--- src/rtl/soc_bus_pkg.sv ---
// soc_bus_pkg: shared AHB bus definitions.
//   NUM_M_DEF       default number of bus masters
//   M_DATA/M_INSTR/M_DMA  master index constants
//   htrans_e        HTRANS encodings (IDLE, BUSY, NONSEQ, SEQ)
//   arb_state_e     arbiter FSM states (PARK, OWN, LOCK)
//   trans_allows_switch()  true when the owner's HTRANS lets the bus change hands
package soc_bus_pkg;

  localparam int NUM_M_DEF = 3;

  localparam int M_DATA  = 0;
  localparam int M_INSTR = 1;
  localparam int M_DMA   = 2;

  typedef enum logic [1:0] {
    IDLE   = 2'b00,
    BUSY   = 2'b01,
    NONSEQ = 2'b10,
    SEQ    = 2'b11
  } htrans_e;

  typedef enum logic [1:0] {
    ST_PARK = 2'b00,
    ST_OWN  = 2'b01,
    ST_LOCK = 2'b10
  } arb_state_e;

  // A burst may only be interrupted at a transfer boundary (IDLE or the
  // first beat of a new transfer); BUSY and SEQ keep the current owner.
  function automatic logic trans_allows_switch(input logic [1:0] trans);
    return (trans == IDLE) || (trans == NONSEQ);
  endfunction

endpackage

--- src/rtl/arb_pick.sv ---
// arb_pick: combinational winner selection.
//   req    [N-1:0]   request vector
//   start  [IW-1:0]  index where the search begins (wraps modulo N)
//   gnt_oh [N-1:0]   one-hot winner (all zero when no request)
//   valid            at least one request present
module arb_pick #(
  parameter int N  = 3,
  parameter int IW = (N > 1) ? $clog2(N) : 1
) (
  input  logic [N-1:0]  req,
  input  logic [IW-1:0] start,
  output logic [N-1:0]  gnt_oh,
  output logic          valid
);

  // Scan from start upward with wrap-around; the first requester found wins.
  always_comb begin
    int   idx_s;
    logic found_s;
    gnt_oh  = {N{1'b0}};
    found_s = 1'b0;
    idx_s   = 0;
    for (int i = 0; i < N; i++) begin
      idx_s = (int'(start) + i) % N;
      if (!found_s && req[idx_s]) begin
        gnt_oh[idx_s] = 1'b1;
        found_s       = 1'b1;
      end else begin
        found_s = found_s;
      end
    end
  end

  assign valid = |req;

endmodule

--- src/rtl/ahb_arbiter.sv ---
// ahb_arbiter: AHB bus arbiter with parking, burst protection and locked transfers.
//   hclk, hresetn   clock, asynchronous active-low reset
//   hbusreq, hlock  per-master request / locked-transfer request
//   htrans_m        per-master HTRANS, master i at [2i+1:2i]
//   hready          bus ready; nothing changes while low
//   hgrant          one-hot address-phase grant
//   hmaster         address-phase owner index
//   hmaster_d       data-phase owner index (one phase behind hmaster)
//   hmastlock       address phase is locked
// Build option: define ARB_ROUND_ROBIN_EN for round-robin arbitration;
// otherwise fixed priority with the lowest index winning.
module ahb_arbiter
  import soc_bus_pkg::*;
#(
  parameter int NUM_M = NUM_M_DEF,
  parameter int DEF_M = 0,
  localparam int MW   = (NUM_M > 1) ? $clog2(NUM_M) : 1
) (
  input  logic               hclk,
  input  logic               hresetn,
  input  logic [NUM_M-1:0]   hbusreq,
  input  logic [NUM_M-1:0]   hlock,
  input  logic [2*NUM_M-1:0] htrans_m,
  input  logic               hready,
  output logic [NUM_M-1:0]   hgrant,
  output logic [MW-1:0]      hmaster,
  output logic [MW-1:0]      hmaster_d,
  output logic               hmastlock
);

  localparam logic [MW-1:0]    DEF_IDX = MW'(DEF_M);
  localparam logic [NUM_M-1:0] DEF_OH  = {{(NUM_M-1){1'b0}}, 1'b1} << DEF_M;

  arb_state_e         state_r, state_nxt_s;
  logic [NUM_M-1:0]   hgrant_r, grant_nxt_s;
  logic [MW-1:0]      hmaster_r, master_nxt_s, hmaster_d_r;
  logic               hmastlock_r, mastlock_nxt_s;
  logic [NUM_M-1:0]   pick_oh_s;
  logic               pick_valid_s;
  logic [MW-1:0]      win_idx_s, start_s;
  logic [1:0]         owner_tr_s;
  logic               owner_lock_s, lock_ok_s, rearb_s;

`ifdef ARB_ROUND_ROBIN_EN
  logic [MW-1:0] rr_ptr_r;

  // Search begins just after the last winner so a persistent requester cannot starve others.
  always_comb begin
    start_s = (rr_ptr_r == MW'(NUM_M - 1)) ? {MW{1'b0}} : rr_ptr_r + MW'(1);
  end

  // Round-robin pointer remembers the most recent requester that won.
  always_ff @(posedge hclk or negedge hresetn) begin
    if (!hresetn) begin
      rr_ptr_r <= DEF_IDX;
    end else if (rearb_s && pick_valid_s) begin
      rr_ptr_r <= win_idx_s;
    end else begin
      rr_ptr_r <= rr_ptr_r;
    end
  end
`else
  // Fixed priority: always search from master 0.
  always_comb begin
    start_s = {MW{1'b0}};
  end
`endif

  arb_pick #(.N(NUM_M), .IW(MW)) u_pick (
    .req    (hbusreq),
    .start  (start_s),
    .gnt_oh (pick_oh_s),
    .valid  (pick_valid_s)
  );

  // Owner's HTRANS/hlock are selected with the one-hot grant; winner index from the one-hot pick.
  always_comb begin
    owner_tr_s   = 2'b00;
    win_idx_s    = {MW{1'b0}};
    owner_lock_s = |(hlock & hgrant_r);
    for (int i = 0; i < NUM_M; i++) begin
      owner_tr_s = owner_tr_s | (htrans_m[2*i +: 2] & {2{hgrant_r[i]}});
      win_idx_s  = win_idx_s | (pick_oh_s[i] ? MW'(i) : {MW{1'b0}});
    end
  end

  // Next-state and next-output decode; everything holds unless this is a re-arbitration edge.
  always_comb begin
    state_nxt_s    = state_r;
    grant_nxt_s    = hgrant_r;
    master_nxt_s   = hmaster_r;
    mastlock_nxt_s = hmastlock_r;
    lock_ok_s      = 1'b1;
    case (state_r)
      ST_PARK: lock_ok_s = 1'b1;
      ST_OWN:  lock_ok_s = 1'b1;
      ST_LOCK: lock_ok_s = ~owner_lock_s;
      default: lock_ok_s = 1'b1;
    endcase
    rearb_s = hready & trans_allows_switch(owner_tr_s) & lock_ok_s;
    if (rearb_s) begin
      if (pick_valid_s) begin
        grant_nxt_s  = pick_oh_s;
        master_nxt_s = win_idx_s;
        if (|(hlock & pick_oh_s)) begin
          state_nxt_s    = ST_LOCK;
          mastlock_nxt_s = 1'b1;
        end else begin
          state_nxt_s    = ST_OWN;
          mastlock_nxt_s = 1'b0;
        end
      end else begin
        state_nxt_s    = ST_PARK;
        grant_nxt_s    = DEF_OH;
        master_nxt_s   = DEF_IDX;
        mastlock_nxt_s = 1'b0;
      end
    end else begin
      state_nxt_s = state_r;
    end
  end

  // FSM state register.
  always_ff @(posedge hclk or negedge hresetn) begin
    if (!hresetn) begin
      state_r <= ST_PARK;
    end else begin
      state_r <= state_nxt_s;
    end
  end

  // Registered bus outputs; data-phase owner follows address-phase owner on each ready edge.
  always_ff @(posedge hclk or negedge hresetn) begin
    if (!hresetn) begin
      hgrant_r    <= DEF_OH;
      hmaster_r   <= DEF_IDX;
      hmaster_d_r <= DEF_IDX;
      hmastlock_r <= 1'b0;
    end else begin
      hgrant_r    <= grant_nxt_s;
      hmaster_r   <= master_nxt_s;
      hmastlock_r <= mastlock_nxt_s;
      if (hready) begin
        hmaster_d_r <= hmaster_r;
      end else begin
        hmaster_d_r <= hmaster_d_r;
      end
    end
  end

  assign hgrant    = hgrant_r;
  assign hmaster   = hmaster_r;
  assign hmaster_d = hmaster_d_r;
  assign hmastlock = hmastlock_r;

endmodule

--- config.mk ---
export PLATFORM = sky130hd
export DESIGN_NAME = ahb_arbiter
export DESIGN_NICKNAME = d
export VERILOG_FILES = /design/src/rtl/soc_bus_pkg.sv /design/src/rtl/arb_pick.sv /design/src/rtl/ahb_arbiter.sv
export SDC_FILE = /design/constraint.sdc
export NUM_CORES = 1
export LEC_CHECK = 0
export BUFFER_PORTS_ARGS = -buffer_cell sky130_fd_sc_hd__buf_2
export CORE_MARGIN = 5
export CORE_UTILIZATION = 30
export CTS_BUF_LIST = sky130_fd_sc_hd__clkbuf_4 sky130_fd_sc_hd__clkbuf_8
export CTS_CLUSTER_DIAMETER = 80
export DETAILED_ROUTE_END_ITERATION = 6
export GPL_TIMING_DRIVEN = 0
export HOLD_SLACK_MARGIN = 0.03
export SYNTH_ARGS = -nofsm -noshare
export SYNTH_HDL_FRONTEND = slang
export SYNTH_HIERARCHICAL = 1
export SYNTH_SLANG_ARGS = --single-unit
export TNS_END_PERCENT = 5
--- constraint.sdc ---
create_clock -name hclk -period 4.5 [get_ports hclk]
set_input_delay 0.225 -clock hclk [delete_from_list [all_inputs] [get_ports hclk]]
set_output_delay 0.225 -clock hclk [all_outputs]
set_load 0.01 [all_outputs]
==> results of run 1 <==
==> power groups by stage <==
stage | clock, mW | combinational [mW] | sequential, mW
detailed placement | 0 | 0.184 | 0.126
global placement | 0 | 0.181 | 0.125
CTS | 0.0660 | 0.185 | 0.125
finish | 0.0637 | 0.185 | 0.124
global route | 0.0694 | 0.206 | 0.129
floorplan | 0 | 0.114 | 0.131
==> registers in the layout, summed over array words and instances (netlist names) <==
register,count
state_r,2
hmaster_d,2
hgrant,3
==> worst max-delay path: stages, from the launching register on <==
cell                       delay (ns)
sky130_fd_sc_hd__dfrtp_1         0.45
sky130_fd_sc_hd__a222oi_1        0.84
sky130_fd_sc_hd__nor3b_1         0.12
sky130_fd_sc_hd__a211o_1         0.30
==> per-layer routing <==
layer	part of all wire, %	wire length (µm)	global-route usage, %
met5	0	0	0
met3	8.6	149	2.193
met1	42	728	12.27
met2	47	813	18.66
met4	2.1	36	5.960
==> cells in the mapped netlist, drive strengths merged, types with 3 or more instances <==
master,n
ha,4
buf,4
mux2i,3
inv,4
nand2,3
dfrtp,6
o21ai,8
==> final cells by class <==
cell class / count / area [µm²] / share of cell area, %
Clock buffer: 4 / 30.03 / 3.366
Buffer: 5 / 35.03 / 3.927
Tap cell: 28 / 35.03 / 3.927
Multi-Input combinational cell: 67 / 495.5 / 55.54
Timing Repair Buffer: 20 / 105.1 / 11.78
Inverter: 4 / 15.01 / 1.683
Sequential cell: 7 / 176.4 / 19.78
==> cell families (layout without fill, tap and decap cells) <==
group           after synthesis  after routing  synth area share [%]
compound gates               29             29                 31.14
fa+ha+maj                     4              4                 7.118
other cells                   1              6                0.5333
flops                         7              7                 25.09
buf+inv                       9             33                 7.115
simple gates                 23             23                 21.53
mux                           5              5                 7.473
==> repair_timing <==
action | in CTS | in global routing
resized for setup | 0 | 0
hold buffers | 1 | 0
endpoints found under the hold margin | 7 | 0
endpoints found under the setup margin | 0 | 0
==> stage by stage <==
stage	cells	power [mW]	utilization [%]
finish	135	0.3728	39.94
floorplan	83	0.2452	-
global placement	130	0.3057	38.15
CTS	135	0.3761	39.94
detailed placement	130	0.3098	38.15
global route	135	0.4050	39.94
==> placed cells by master (no fill, tap or decap), types with 3 or more instances in the layout <==
cell	netlist	routed
sky130_fd_sc_hd__ha_1	4	4
sky130_fd_sc_hd__nand2_1	3	3
sky130_fd_sc_hd__inv_1	4	4
sky130_fd_sc_hd__dfrtp_1	6	6
sky130_fd_sc_hd__buf_2	1	20
sky130_fd_sc_hd__clkbuf_4	0	4
sky130_fd_sc_hd__mux2i_1	3	3
sky130_fd_sc_hd__conb_1	1	6
sky130_fd_sc_hd__o21ai_0	5	5
sky130_fd_sc_hd__o21ai_1	3	3
==> path summary, 6_finish.rpt <==
check,endpoint,slack (ns),depth (start not counted)
min,hmaster_d[0]$_DFFE_PN0P_,0.26,2
max reg2reg,hgrant[2]$_DFFE_PN0P_,2.67,3
min in group asynchronous,hmaster_d[0]$_DFFE_PN0P_,0.33,2
min reg2reg,hmaster_d[1]$_DFFE_PN0P_,0.50,1
max in group asynchronous,hgrant[0]$_DFFE_PN1P_,3.94,2
max,hgrant[2]$_DFFE_PN0P_,2.67,3
==> impl_metrics.sql, run 1 <==
INSERT INTO impl_metrics (metric_group, metric, value, unit) VALUES
('worst_setup_path', 'critical_path_arrival', '1.96', 'ns'),
('placement', 'place_hpwl', '1.408', 'mm'),
('route', 'wl', '1.728', 'mm'),
('final_layout', 'fillCellCount', '241', ''),
('worst_setup_path', 'timing.critical_path.to_type', 'flip-flop', ''),
('grt', 'overflow', '0', ''),
('synth', 'post-synth-top-area-fraction', '21.35', '%'),
('synth', 'synth_area_per_cell', '9.015', 'µm²'),
('final_layout', 'final_design_area_no_fill', '892.1', 'µm²'),
('pwr', 'max-vdd-ir-drop', '0.1682', 'mV'),
('pwr', 'cell_area_power_density', '417.9', 'nW/µm²'),
('sta', 'measured_slew_at_the_worst_slew_check_pin', '0.9424', 'ns'),
('clocking', 'cts-root-to-sink-buffers', '2', ''),
('sta', 'timing.final.setup_violations', '0', ''),
('die', 'die_y', '58.42', 'µm'),
('min_path', 'min_path_type', 'in -> reg', ''),
('sta', 'timing.setup.tns', '0', 'ns'),
('run_status', 'run_status', 'finished, final reports clean', ''),
('synth', 'yosysUniqueCellTypes', '44', ''),
('placement', 'pre_cts_slack', '2.701', 'ns'),
('synth', 'ys_async_sr_fraction', '100.0', '%'),
('pwr', 'switching_share', '39.99', '%'),
('clocking', 'cts_sink_count', '7', ''),
('placement', 'place_area', '852.1', 'µm²'),
('pwr', 'cellInternalPower', '0.2237', 'mW'),
('sta', 'min_period_over_period', '40.59', '%'),
('die', 'num_io_pins', '23', ''),
('sta', 'final_hold_viol_count', '0', ''),
('placement', 'buffer_ports.inserted', '19', ''),
('worst_setup_path', 'timing.critical_path.required', '4.64', 'ns'),
('clocking', 'worst_setup_hold_path_clk_slew', '0.05', 'ns'),
('route', 'avgRoutedWirePerCell', '12.80', 'µm'),
('synth', 'yosys_register_bits', '7', ''),
('synth', 'synth.top_cells.by_area', 'sky130_fd_sc_hd__dfrtp_1 21%, sky130_fd_sc_hd__ha_1 7.1%, sky130_fd_sc_hd__mux2i_1 4.3%', ''),
('die', 'start_util', '31.48', '%'),
('route', 'vias', '725', ''),
('sta', 'drv_slew', '0', ''),
('min_path', 'hp-start', 'hready', ''),
('pwr', 'power.net_switching', '0.1491', 'mW'),
('worst_setup_path', 'critical_path.startpoint', 'hgrant[1]$_DFFE_PN0P_', ''),
('clocking', 'insertion_delay', '0.25', 'ns'),
('route', 'detail_route.drc_violations', '0', ''),
('worst_setup_path', 'regToRegStartpoint', 'hgrant[1]$_DFFE_PN0P_', ''),
('synth', 'syn_inst', '78', ''),
('synth', 'synth-seq-area-share', '25.09', '%'),
('sta', 'max_clock_freq', '547.5', 'MHz'),
('synth', 'post_synth_edffs', '0', ''),
('final_layout', 'antenna_cells', '0', ''),
('sta', 'final_critical_path_setup_slack', '2.673', 'ns'),
('placement', 'place.gp.congestion', '0.8074', ''),
('grt', 'first_global_vias', '693', ''),
('route', 'via_per_inst', '5.370', ''),
('final_layout', 'layout-area-overhead-vs-synth', '26.87', '%'),
('pwr', 'power_share_of_the_sequential_group', '33.2', '%'),
('synth', 'synth_area', '703.2', 'µm²'),
('sta', 'max-slew-margin-rel', '37.17', '%'),
('grt', 'antenna_violations_before_repair', '0', ''),
('grt', 'grt_first_pass_wirelength', '2.953', 'mm'),
('route', 'postRouteAntennaNets', '0', ''),
('sta', 'timing.clock.skew', '0.002217', 'ns'),
('synth', 'dominantRegCellSynth', 'sky130_fd_sc_hd__dfrtp_1', ''),
('sta', 'holdWs', '0.2641', 'ns'),
('pwr', 'total_leakage_power', '0.4045', 'nW'),
('worst_setup_path', 'criticalPathCategory', 'reg -> reg', ''),
('die', 'die_width', '58.42', 'µm'),
('clocking', 'cts_setup_buffers', '0', ''),
('synth', 'synth_area_leader_cell', 'sky130_fd_sc_hd__dfrtp_1', ''),
('clocking', 'clock-root-buffer', 'sky130_fd_sc_hd__clkbuf_4', ''),
('die', 'die_area', '3412', 'µm²'),
('grt', 'grtUsageTotal', '10.79', '%'),
('final_layout', 'post_route_cells_drive_above_1_share', '32.71', '%');
Power figures use the tool's default switching activity.
==> inputs of run 2 (changes only) <==
==> constraint.sdc (replaced) <==
create_clock -name hclk -period 1.5 [get_ports hclk]
set_input_delay 0.075 -clock hclk [delete_from_list [all_inputs] [get_ports hclk]]
set_output_delay 0.075 -clock hclk [all_outputs]
set_load 0.01 [all_outputs]
==> run 2 against run 1 <==
Against the previous run: cell count is 2.2% higher; wire length is 3.2% lower; first-iteration DRC count grew to 3.4 times the previous value; register-to-register slack worse by 2.6 ns; clock power grew to 2.9 times the previous value; core utilization is 1.2 points higher; sequential power grew to 3.0 times the previous value; setup slack worse by 2.6 ns; combinational power grew to 3.3 times the previous value; clock skew hardly changed; critical path type unchanged; critical endpoint unchanged; highest routed layer unchanged.
==> impl_metrics.sql, run 2 (synthesis results as in run 1) <==
INSERT INTO impl_metrics (metric_group, metric, value, unit) VALUES
('run_status', 'run_status', 'finished, final reports clean', ''),
('die', 'die_y', '58.42', 'µm'),
('die', 'placement_rows', '17', ''),
('worst_setup_path', 'timing.critical_path.required', '1.63', 'ns'),
('sta', 'drv_slew', '0', ''),
('grt', 'antenna_violations_before_repair', '0', ''),
('placement', 'place.gp.congestion', '0.8214', ''),
('min_path', 'min_path_type', 'in -> reg', ''),
('placement', 'place_area', '853.3', 'µm²'),
('die', 'die_width', '58.42', 'µm'),
('final_layout', 'antenna_cells', '0', ''),
('pwr', 'switching_share', '39.13', '%'),
('final_layout', 'final_design_area_no_fill', '919.6', 'µm²'),
('clocking', 'cts-root-to-sink-buffers', '2', ''),
('sta', 'min_period_over_period', '96.63', '%'),
('sta', 'holdWs', '0.1186', 'ns'),
('worst_setup_path', 'critical_path_peak_fanout', '7', ''),
('sta', 'setup_repair_after_global_routing_missed_its_margin', 'yes', ''),
('pwr', 'power_frac_clock', '15.9', '%'),
('worst_setup_path', 'timing.critical_path.slowest_stage_cell', 'sky130_fd_sc_hd__dfstp_2', ''),
('sta', 'timing.final.setup_violations', '0', ''),
('route', 'postRouteAntennaNets', '0', ''),
('placement', 'pre_cts_slack', '-0.1787', 'ns'),
('clocking', 'numCtsBuffers', '3', ''),
('sta', 'max_clock_freq', '689.9', 'MHz'),
('die', 'start_util', '31.48', '%'),
('clocking', 'cts_tree', 'built', ''),
('placement', 'post-place-cells', '130', ''),
('route', 'drt_iter0_drc', '37', ''),
('pwr', 'cell_area_power_density', '1272', 'nW/µm²'),
('flow_run', 'max-cap-violations', '0', ''),
('clocking', 'cts_sink_count', '7', ''),
('sta', 'timing.clock.skew', '0.002186', 'ns'),
('final_layout', 'layout.cells.most_common_list', '20 x sky130_fd_sc_hd__buf_2, 6 x sky130_fd_sc_hd__conb_1, 5 x sky130_fd_sc_hd__o21ai_0, 5 x sky130_fd_sc_hd__buf_4, 5 x sky130_fd_sc_hd__dfrtp_1', ''),
('die', 'fp.coreArea', '2233', 'µm²'),
('final_layout', 'num-nets-final', '130', ''),
('clocking', 'clock-root-buffer', 'sky130_fd_sc_hd__clkbuf_4', ''),
('final_layout', 'layout.cells.most_common', 'sky130_fd_sc_hd__buf_2', ''),
('grt', 'largest_net_degree_at_the_start_of_global_routing', '11', ''),
('final_layout', 'post_route_cells_drive_above_1_share', '36.36', '%'),
('sta', 'post-route-min-period', '1.449', 'ns'),
('pwr', 'cellInternalPower', '0.7119', 'mW'),
('worst_setup_path', 'critPathLaunchType', 'flip-flop', ''),
('clocking', 'insertion_delay', '0.25', 'ns'),
('final_layout', 'seq_area', '177.7', 'µm²'),
('final_layout', 'largest_register_ff_count', '3', ''),
('worst_setup_path', 'timing.critical_path.to_type', 'flip-flop', ''),
('final_layout', 'post_layout_nonfiller_instances', '138', ''),
('worst_setup_path', 'worst_path_largest_cell_delay', '0.57', 'ns'),
('pwr', 'total_leakage_power', '0.4176', 'nW'),
('final_layout', 'fillCellCount', '240', ''),
('pwr', 'power.total', '1.170', 'mW'),
('die', 'die_area', '3412', 'µm²'),
('die', 'num_io_pins', '23', ''),
('sta', 'final_critical_path_setup_slack', '0.05059', 'ns'),
('route', 'vias', '736', ''),
('clocking', 'worst_setup_hold_path_clk_slew', '0.05', 'ns'),
('pwr', 'power.net_switching', '0.4576', 'mW'),
('placement', 'buffer_ports.inserted', '19', ''),
('route', 'avgRoutedWirePerCell', '12.12', 'µm'),
('grt', 'grt_first_pass_wirelength', '2.780', 'mm'),
('worst_setup_path', 'crit_chain', 'a222oi_1, buf_4, o2111a_1, a211o_1', ''),
('pwr', 'power_share_of_the_sequential_group', '32.1', '%'),
('final_layout', 'layout-area-overhead-vs-synth', '30.78', '%'),
('pwr', 'max-vdd-ir-drop', '0.5149', 'mV'),
('clocking', 'htree_levels', '1', ''),
('worst_setup_path', 'critical_path_arrival', '1.57', 'ns'),
('final_layout', 'multiInputGateArea', '499.2', 'µm²'),
('pwr', 'comb_power_share', '51.9', '%'),
('grt', 'overflow', '0', ''),
('route', 'drt_pass1_iterations', '4', ''),
('sta', 'final_hold_viol_count', '0', ''),
('route', 'via_per_inst', '5.333', ''),
('route', 'detail_route.drc_violations', '0', ''),
('grt', 'grtUsageTotal', '10.47', '%'),
('route', 'wl', '1.673', 'mm'),
('grt', 'first_global_vias', '670', ''),
('placement', 'place_hpwl', '1.295', 'mm'),
('worst_setup_path', 'criticalPathCategory', 'reg -> reg', '');
run 2: changes by cell type in the layout (fill, tap and decap cells not counted), sizes merged:
cell	delta
buf	+3
run 2: through the flow:
stage	util, %	setup TNS, ns
global route	41.18	-0.003945
CTS	40.34	0
finish	41.18	0
global placement	38.21	-0.5980
floorplan	-	0
detailed placement	38.21	-0.6525
run 2: cell type report:
| class | instances | area share, % |
|---|---|---|
| buffer | 5 | 3.810 |
| clock buffer | 4 | 3.265 |
| inverter | 4 | 1.633 |
| multi-input combinational | 67 | 54.29 |
| sequential | 7 | 19.32 |
| tap | 28 | 3.810 |
| timing repair buffer | 23 | 13.88 |
run 2: worst paths after layout:
kind / start / endpoint / slack (ns) / depth (start not counted)
max in group asynchronous: hresetn / hgrant[0]$_DFFE_PN1P_ / 1.08 / 2
min: hready / hmaster_d[0]$_DFFE_PN0P_ / 0.12 / 2
min reg2reg: hmaster_d[1]$_DFFE_PN0P_ / hmaster_d[1]$_DFFE_PN0P_ / 0.50 / 1
max: hgrant[0]$_DFFE_PN1P_ / hgrant[2]$_DFFE_PN0P_ / 0.05 / 4
max reg2reg: hgrant[0]$_DFFE_PN1P_ / hgrant[2]$_DFFE_PN0P_ / 0.05 / 4
min in group asynchronous: hresetn / hmaster_d[0]$_DFFE_PN0P_ / 0.19 / 2
run 2: timing repair:
item / 4_1_cts / 5_1_grt
setup buffers: 1 / 2
endpoints found under the hold margin: 7 / 0
gates resized for setup: 0 / 1
pin swaps: 1 / 2
setup endpoints to repair: 5 / 2
hold buffers: 1 / 0
run 2: worst max-delay path, delay by kind of cell (launching register included):
family,cells,cell delay [ns]
buffers and inverters,1,0.17
flip-flops,1,0.57
AO/OA/AOI/OAI,3,0.58
run 2: metal layers:
metal / vias up / global-route usage [%] / routed length, µm
li1: 363 / - / -
met5: - / 0 / 0
met4: 0 / 7.285 / 34
met1: 342 / 11.74 / 701
met2: 27 / 18.02 / 809
met3: 4 / 1.535 / 128
run 2: power by group through the flow:
stage,registers (mW),clock network [mW],logic (mW)
floorplan,0.396,0,0.342
global placement,0.376,0,0.544
detailed placement,0.377,0,0.548
CTS,0.375,0.194,0.573
global route,0.392,0.205,0.670
finish,0.376,0.186,0.607
